<file path="config.mk">
export PLATFORM = sky130hd
export DESIGN_NAME = ram_dma
export DESIGN_NICKNAME = d
export VERILOG_FILES = /design/src/rtl/ram_dma_pkg.sv /design/src/rtl/ram_dma_addr_counter.sv /design/src/rtl/ram_dma.sv
export SDC_FILE = /design/constraint.sdc
export NUM_CORES = 1
export LEC_CHECK = 0
export BUFFER_PORTS_ARGS = -buffer_cell sky130_fd_sc_hd__buf_2
export CAP_MARGIN = 20
export CORE_MARGIN = 2
export CORE_UTILIZATION = 49
export DETAILED_ROUTE_END_ITERATION = 8
export PLACE_DENSITY_LB_ADDON = 0.25
export SYNTH_ARGS = -nofsm -noshare
export SYNTH_HDL_FRONTEND = slang
export SYNTH_SLANG_ARGS = --single-unit
</file>
<file path="constraint.sdc">
create_clock -name clock -period 3.1 [get_ports clock]
set_input_delay 0.62 -clock clock [delete_from_list [all_inputs] [get_ports clock]]
set_output_delay 0.62 -clock clock [all_outputs]
set_load 0.05 [all_outputs]
</file>
<file path="src/rtl/ram_dma_pkg.sv">
// Shared definitions for the RAM block-transfer engine: default widths,
// operation-mode constants and the FSM state encoding.
package ram_dma_pkg;

  localparam int unsigned DefaultAddrW = 14;
  localparam int unsigned DefaultDataW = 16;

  localparam logic MODE_FILL = 1'b0;
  localparam logic MODE_COPY = 1'b1;

  typedef enum logic [2:0] {
    StIdle = 3'd0,
    StFill = 3'd1,
    StRd   = 3'd2,
    StWr   = 3'd3,
    StDone = 3'd4
  } state_e;

endpackage

</file>
<file path="src/rtl/ram_dma_addr_counter.sv">
// Word index register for the transfer engine: synchronous clear has priority
// over increment; increments wrap at the register width.
module addr_counter #(
  parameter int unsigned Width = 14
) (
  input  logic             clk_i,
  input  logic             rst_i,
  input  logic             clr_i,
  input  logic             inc_i,
  output logic [Width-1:0] q_o
);

  logic [Width-1:0] cnt_q, cnt_d;

  always_comb begin
    cnt_d = cnt_q;
    if (clr_i) begin
      cnt_d = '0;
    end else if (inc_i) begin
      cnt_d = cnt_q + {{(Width-1){1'b0}}, 1'b1};
    end
  end

  always_ff @(posedge clk_i) begin
    if (rst_i) begin
      cnt_q <= '0;
    end else begin
      cnt_q <= cnt_d;
    end
  end

  assign q_o = cnt_q;

endmodule

</file>
<file path="src/rtl/ram_dma.sv">
// Fill/copy DMA engine driving the write port of a RAM with combinational read.
// Copy alternates one read cycle and one write cycle per word, ascending order.
module ram_dma
  import ram_dma_pkg::*;
#(
  parameter int unsigned ADDR_W = DefaultAddrW,
  parameter int unsigned DATA_W = DefaultDataW
) (
  input  logic              clock,
  input  logic              reset,
  input  logic              start,
  input  logic              mode,
  input  logic [ADDR_W-1:0] src,
  input  logic [ADDR_W-1:0] dst,
  input  logic [ADDR_W-1:0] count,
  input  logic [DATA_W-1:0] fill_value,
  output logic              busy,
  output logic              done,
  output logic [ADDR_W-1:0] mem_address,
  output logic              mem_load,
  output logic [DATA_W-1:0] mem_in,
  input  logic [DATA_W-1:0] mem_out
);

  localparam logic [ADDR_W-1:0] One = {{(ADDR_W-1){1'b0}}, 1'b1};

  state_e            state_q, state_d;
  logic              mode_q, mode_d;
  logic [ADDR_W-1:0] src_q, src_d;
  logic [ADDR_W-1:0] dst_q, dst_d;
  logic [ADDR_W-1:0] count_q, count_d;
  logic [DATA_W-1:0] fill_q, fill_d;
  logic [DATA_W-1:0] data_q, data_d;

  logic [ADDR_W-1:0] idx;
  logic              idx_clr;
  logic              idx_inc;
  logic              load_raw;
  logic              last_word;
  logic [ADDR_W-1:0] src_addr;
  logic [ADDR_W-1:0] dst_addr;
  logic [DATA_W-1:0] wr_data;

  addr_counter #(
    .Width(ADDR_W)
  ) u_idx (
    .clk_i(clock),
    .rst_i(reset),
    .clr_i(idx_clr),
    .inc_i(idx_inc),
    .q_o  (idx)
  );

  // Carry out of the add is dropped so regions wrap around the top of memory.
  assign src_addr  = src_q + idx;
  assign dst_addr  = dst_q + idx;
  assign last_word = (idx == (count_q - One));
  assign wr_data   = (mode_q == MODE_FILL) ? fill_q : data_q;

  always_comb begin
    state_d     = state_q;
    mode_d      = mode_q;
    src_d       = src_q;
    dst_d       = dst_q;
    count_d     = count_q;
    fill_d      = fill_q;
    data_d      = data_q;
    idx_clr     = 1'b0;
    idx_inc     = 1'b0;
    busy        = 1'b0;
    done        = 1'b0;
    load_raw    = 1'b0;
    mem_address = '0;
    mem_in      = '0;

    unique case (state_q)
      StIdle: begin
        if (start) begin
          mode_d  = mode;
          src_d   = src;
          dst_d   = dst;
          count_d = count;
          fill_d  = fill_value;
          idx_clr = 1'b1;
          if (count == '0) begin
            state_d = StDone;
          end else if (mode == MODE_COPY) begin
            state_d = StRd;
          end else begin
            state_d = StFill;
          end
        end
      end
      StFill: begin
        busy        = 1'b1;
        mem_address = dst_addr;
        mem_in      = wr_data;
        load_raw    = 1'b1;
        idx_inc     = 1'b1;
        if (last_word) begin
          state_d = StDone;
        end
      end
      StRd: begin
        busy        = 1'b1;
        mem_address = src_addr;
        data_d      = mem_out;
        state_d     = StWr;
      end
      StWr: begin
        busy        = 1'b1;
        mem_address = dst_addr;
        mem_in      = wr_data;
        load_raw    = 1'b1;
        idx_inc     = 1'b1;
        state_d     = last_word ? StDone : StRd;
      end
      StDone: begin
        done    = 1'b1;
        state_d = StIdle;
      end
      default: begin
        state_d = StIdle;
      end
    endcase
  end

  // No RAM write may happen on an edge where reset is sampled high.
  assign mem_load = load_raw & ~reset;

  always_ff @(posedge clock) begin
    if (reset) begin
      state_q <= StIdle;
      mode_q  <= MODE_FILL;
      src_q   <= '0;
      dst_q   <= '0;
      count_q <= '0;
      fill_q  <= '0;
      data_q  <= '0;
    end else begin
      state_q <= state_d;
      mode_q  <= mode_d;
      src_q   <= src_d;
      dst_q   <= dst_d;
      count_q <= count_d;
      fill_q  <= fill_d;
      data_q  <= data_d;
    end
  end

endmodule

</file>
==> results.md <==
- Status: finished with violations
- Ys async rst share: 0
- DR iter-0 viols: between 150 and 200
- Final Util: 0.6632
- # port buffers: 110
- Power Dens Cells: about 440 nW/um^2
- Nets@finish: approximately 890
- Sequential share of the synthesized area: 0.3750
- P&R area growth vs syn: 31.39%
- Cts bufs inserted: 9
- Critical path type: register to output port
- Critical-path cell list: nand2b_4 > buf_6 > nand2_2 > nand2_2 > ha_4 > o21ai_2 > o211a_1 > o31ai_4 > a31oi_1 > xnor2_1 > nor2_4 > buf_8
- Gr ovfl total: 0
- Dpl cell area: roughly 5800 um^2
- Synth Area in Adders: 0.04229
- Yosys warning count: 0
- Cell Rows: 36
- F_max: 291.4 MHz
- Worst IR Drop VDD: 0.3116 mV
- Top Ports: ~110
- Max capacitance violation total: 0
- Cell Area, Synth: 4911 um^2
- Die Area: 10840 um^2
- GP Congestion: approximately 0.97
- Max clock buf depth: 2
- Sequential cell area: about 1800 um^2
- Initial antenna violation count: 0
- WL/cell: ~15 um
- Initial Util: 0.5048
- Routed Wire Length: about 14000 um
- Worst Path Max Fanout: 5
- Diodes inserted: 0
- Minimum clock period: between 3 and 4 ns
- Drt pass-1 iters: 5
- CTS Hold Buffers Added: 0
- Clock skew: 0.01452 ns
- Mapped Avg Cell Area: between 7 and 8 um^2
- Worst path slowest cell: dfxtp_4
- Least-Margin Pin Slew: just over 0.8 ns
- CP arrival: ~2.8 ns
- CTS Sinks: 92
- Detailed placement HPWL: around 9600 um
- Cells taking the most area after synthesis: dfxtp_1 (38%), nand2_1 (16%), a21oi_1 (8.7%)
- Post-route antenna net violation count: 0
- Fill cells: 854
- XOR/XNOR Fraction of Synth Area: 0.07618
- HP Class: register to register
- Netlist cell types: a little over 50
- Post-Place Cells: 905
- CTS tree: yes
- Pin count of the biggest net entering global routing: 48
- Post-route cell area: between 6000 and 7000 um^2
- Req. time, crit path: roughly 2.5 ns
- Failing checks: negative setup slack
- Via density: 5.331
- DRC violations left: 0
- Synth top area share: 0.3750
- Critical Path Start Type: register
- Total GRT Usage: 0.2506
- Root Driver: clkbuf_8
- H-tree Lvls: 3
- Hold Fails Final Rpt: 0
- Uppermost layer routed: met4
- Worst hold slack: approximately 0.46 ns
- CP top delay family: compound AO/OA/AOI/OAI gates
- Final worst slack: -0.3321 ns
- Die W: between 100 and 150 um
- Setup crit end kind: output port
- Metal3 WL: approximately 640 um
- Core Region: 9729 um^2
- Multi-input logic area: ~3200 um^2
- Worst Path Buf+Inv: 2
- Lkg Pwr: approximately 2.7 nW
- Final period utilization: 1.107
- Predominant post-synthesis flop cell: dfxtp_1
- Global-route wire length before repair: 22310 um
- Layout Cells excl Fill: between 900 and 1000
- Die Span Y: around 100 um
- Largest family of logic cells by synthesized area: simple AND/OR/NAND/NOR gates
- Setup WS pre-CTS: -0.08031 ns
- Critical Path Max Stage Delay: between 0.3 and 0.4 ns
- Post-synth EDFFs: 0
- Number of global-route vias before repair: around 4800
- Cell count after synthesis: 660
- Share of layout cells above drive strength 1: 0.2970
- Synth Area in Compound Gates: 0.1483
- Clock Latency Late Sink: 0.37 ns
- Yosys top cell by area: dfxtp_1
- Vias: around 5000
- Mux contribution to synthesized area: 0.03465
- Final setup fails: 10
- Worst relative slew slack: 0.4478
- Synth Register Bits: 92
- CP most frequent cell: nand2_2
- Detail Route met2 WL: slightly below 7000 um
- Simple logic cell fraction of the synthesized area: 0.2805
- DRT met1 WL: just under 6000 um
- Syn nets: 754
- RSZ-0062 raised after global routing: true
- Clock slew seen by the registers of the worst setup and hold paths: 0.10 ns
- Fin. max-slew vios: 0
cells in the mapped netlist (all sizes together) (4+ instances only):
cell    number
nor2        48
mux2i       17
nand2      208
nand3        7
xor2        19
ha          15
nor4         8
nand4        8
nor2b        4
o21ai        6
or2          4
xnor2       21
a211oi       5
a21oi       85
dfxtp       92
inv         10
and2         5
clkbuf      35
nor3         8
a21o         5
stage by stage:
stage                     setup TNS [ns]  power [mW]
after floorplan                 -0.07708       1.781
final                             -2.043       2.839
after detailed placement         -0.2476       1.979
after CTS                         -1.212       2.811
after global routing              -3.171       2.969
after global placement          -0.01654       1.957
cell usage in the layout, fill, tap and decap left out, types with 3 or more instances in the layout:
cell type / n
a211oi_1: 3
mux2i_1: 17
o21bai_1: 3
dfxtp_1: 90
nor2_2: 4
buf_6: 9
a21oi_2: 5
xnor2_1: 20
nand3_1: 6
o21ai_2: 3
a21oi_1: 80
buf_2: 100
a21o_1: 5
o21a_1: 3
buf_4: 48
nor2_4: 4
nor3_1: 7
nor2b_1: 3
nand4_1: 8
a31oi_1: 3
xor2_1: 18
ha_4: 8
and2_1: 5
nor4_1: 7
or2_2: 4
nand2_2: 10
a31o_2: 3
inv_1: 10
clkbuf_8: 10
nor2_1: 40
ha_1: 7
nand2_1: 196
buf_8: 4
cells by family after synthesis:
family	after synthesis
fa+ha+maj	16
flops	92
mux	17
buf+inv	49
xor+xnor	41
compound gates	125
simple gates	320
registers in the layout, summed over array words and instances (netlist names):
| register | cells |
|---|---|
| fill_q | 16 |
| src_q | 14 |
| u_idx.q_o | 14 |
| mode_q | 1 |
| count_q | 14 |
| data_q | 16 |
| state_q | 3 |
| dst_q | 14 |
worst reg2reg max path, delay by kind of cell (launching register included):
kind | cells | cell delay, ns
buffers and inverters | 1 | 0.09
flip-flops | 1 | 0.38
AND/OR/NAND/NOR | 4 | 1.55
adder cells (fa/ha/maj) | 1 | 0.17
AO/OA/AOI/OAI | 1 | 0.19
routing by layer:
layer,vias up,global-route usage
met5,-,0
met4,0,0.09653
met3,36,0.04887
met2,132,0.4276
met1,2317,0.3122
li1,2478,-
what timing repair did:
item	CTS	global route
cloned	1	0
pin swaps	20	18
resized for setup	54	23
setup endpoints to repair	11	10
buffers inserted	6	5
layout make-up:
class	instances	share of cell area
Sequential cell	92	0.2862
Multi-Input combinational cell	520	0.4941
Inverter	10	0.005817
Clock inverter	4	0.007756
Tap cell	133	0.02579
Timing Repair Buffer	161	0.1584
Clock buffer	11	0.02191
power breakdown:
group | internal, mW | total (mW) | switching, mW
sequential | 1.25 | 1.31 | 0.0570
clock | 0.389 | 0.819 | 0.429
combinational | 0.286 | 0.712 | 0.426
total | 1.93 | 2.84 | 0.912
final timing paths:
path              depth (start not counted)              end       start  slack [ns]
hold reg to reg                           2        src_q[13]   src_q[13]        0.46
setup reg to reg                          7       state_q[0]  count_q[0]        0.59
setup / recovery                         12  mem_address[13]  state_q[2]       -0.33
hold / removal                            2        src_q[13]   src_q[13]        0.46
Note: power is estimated with default switching activity, not from simulation.
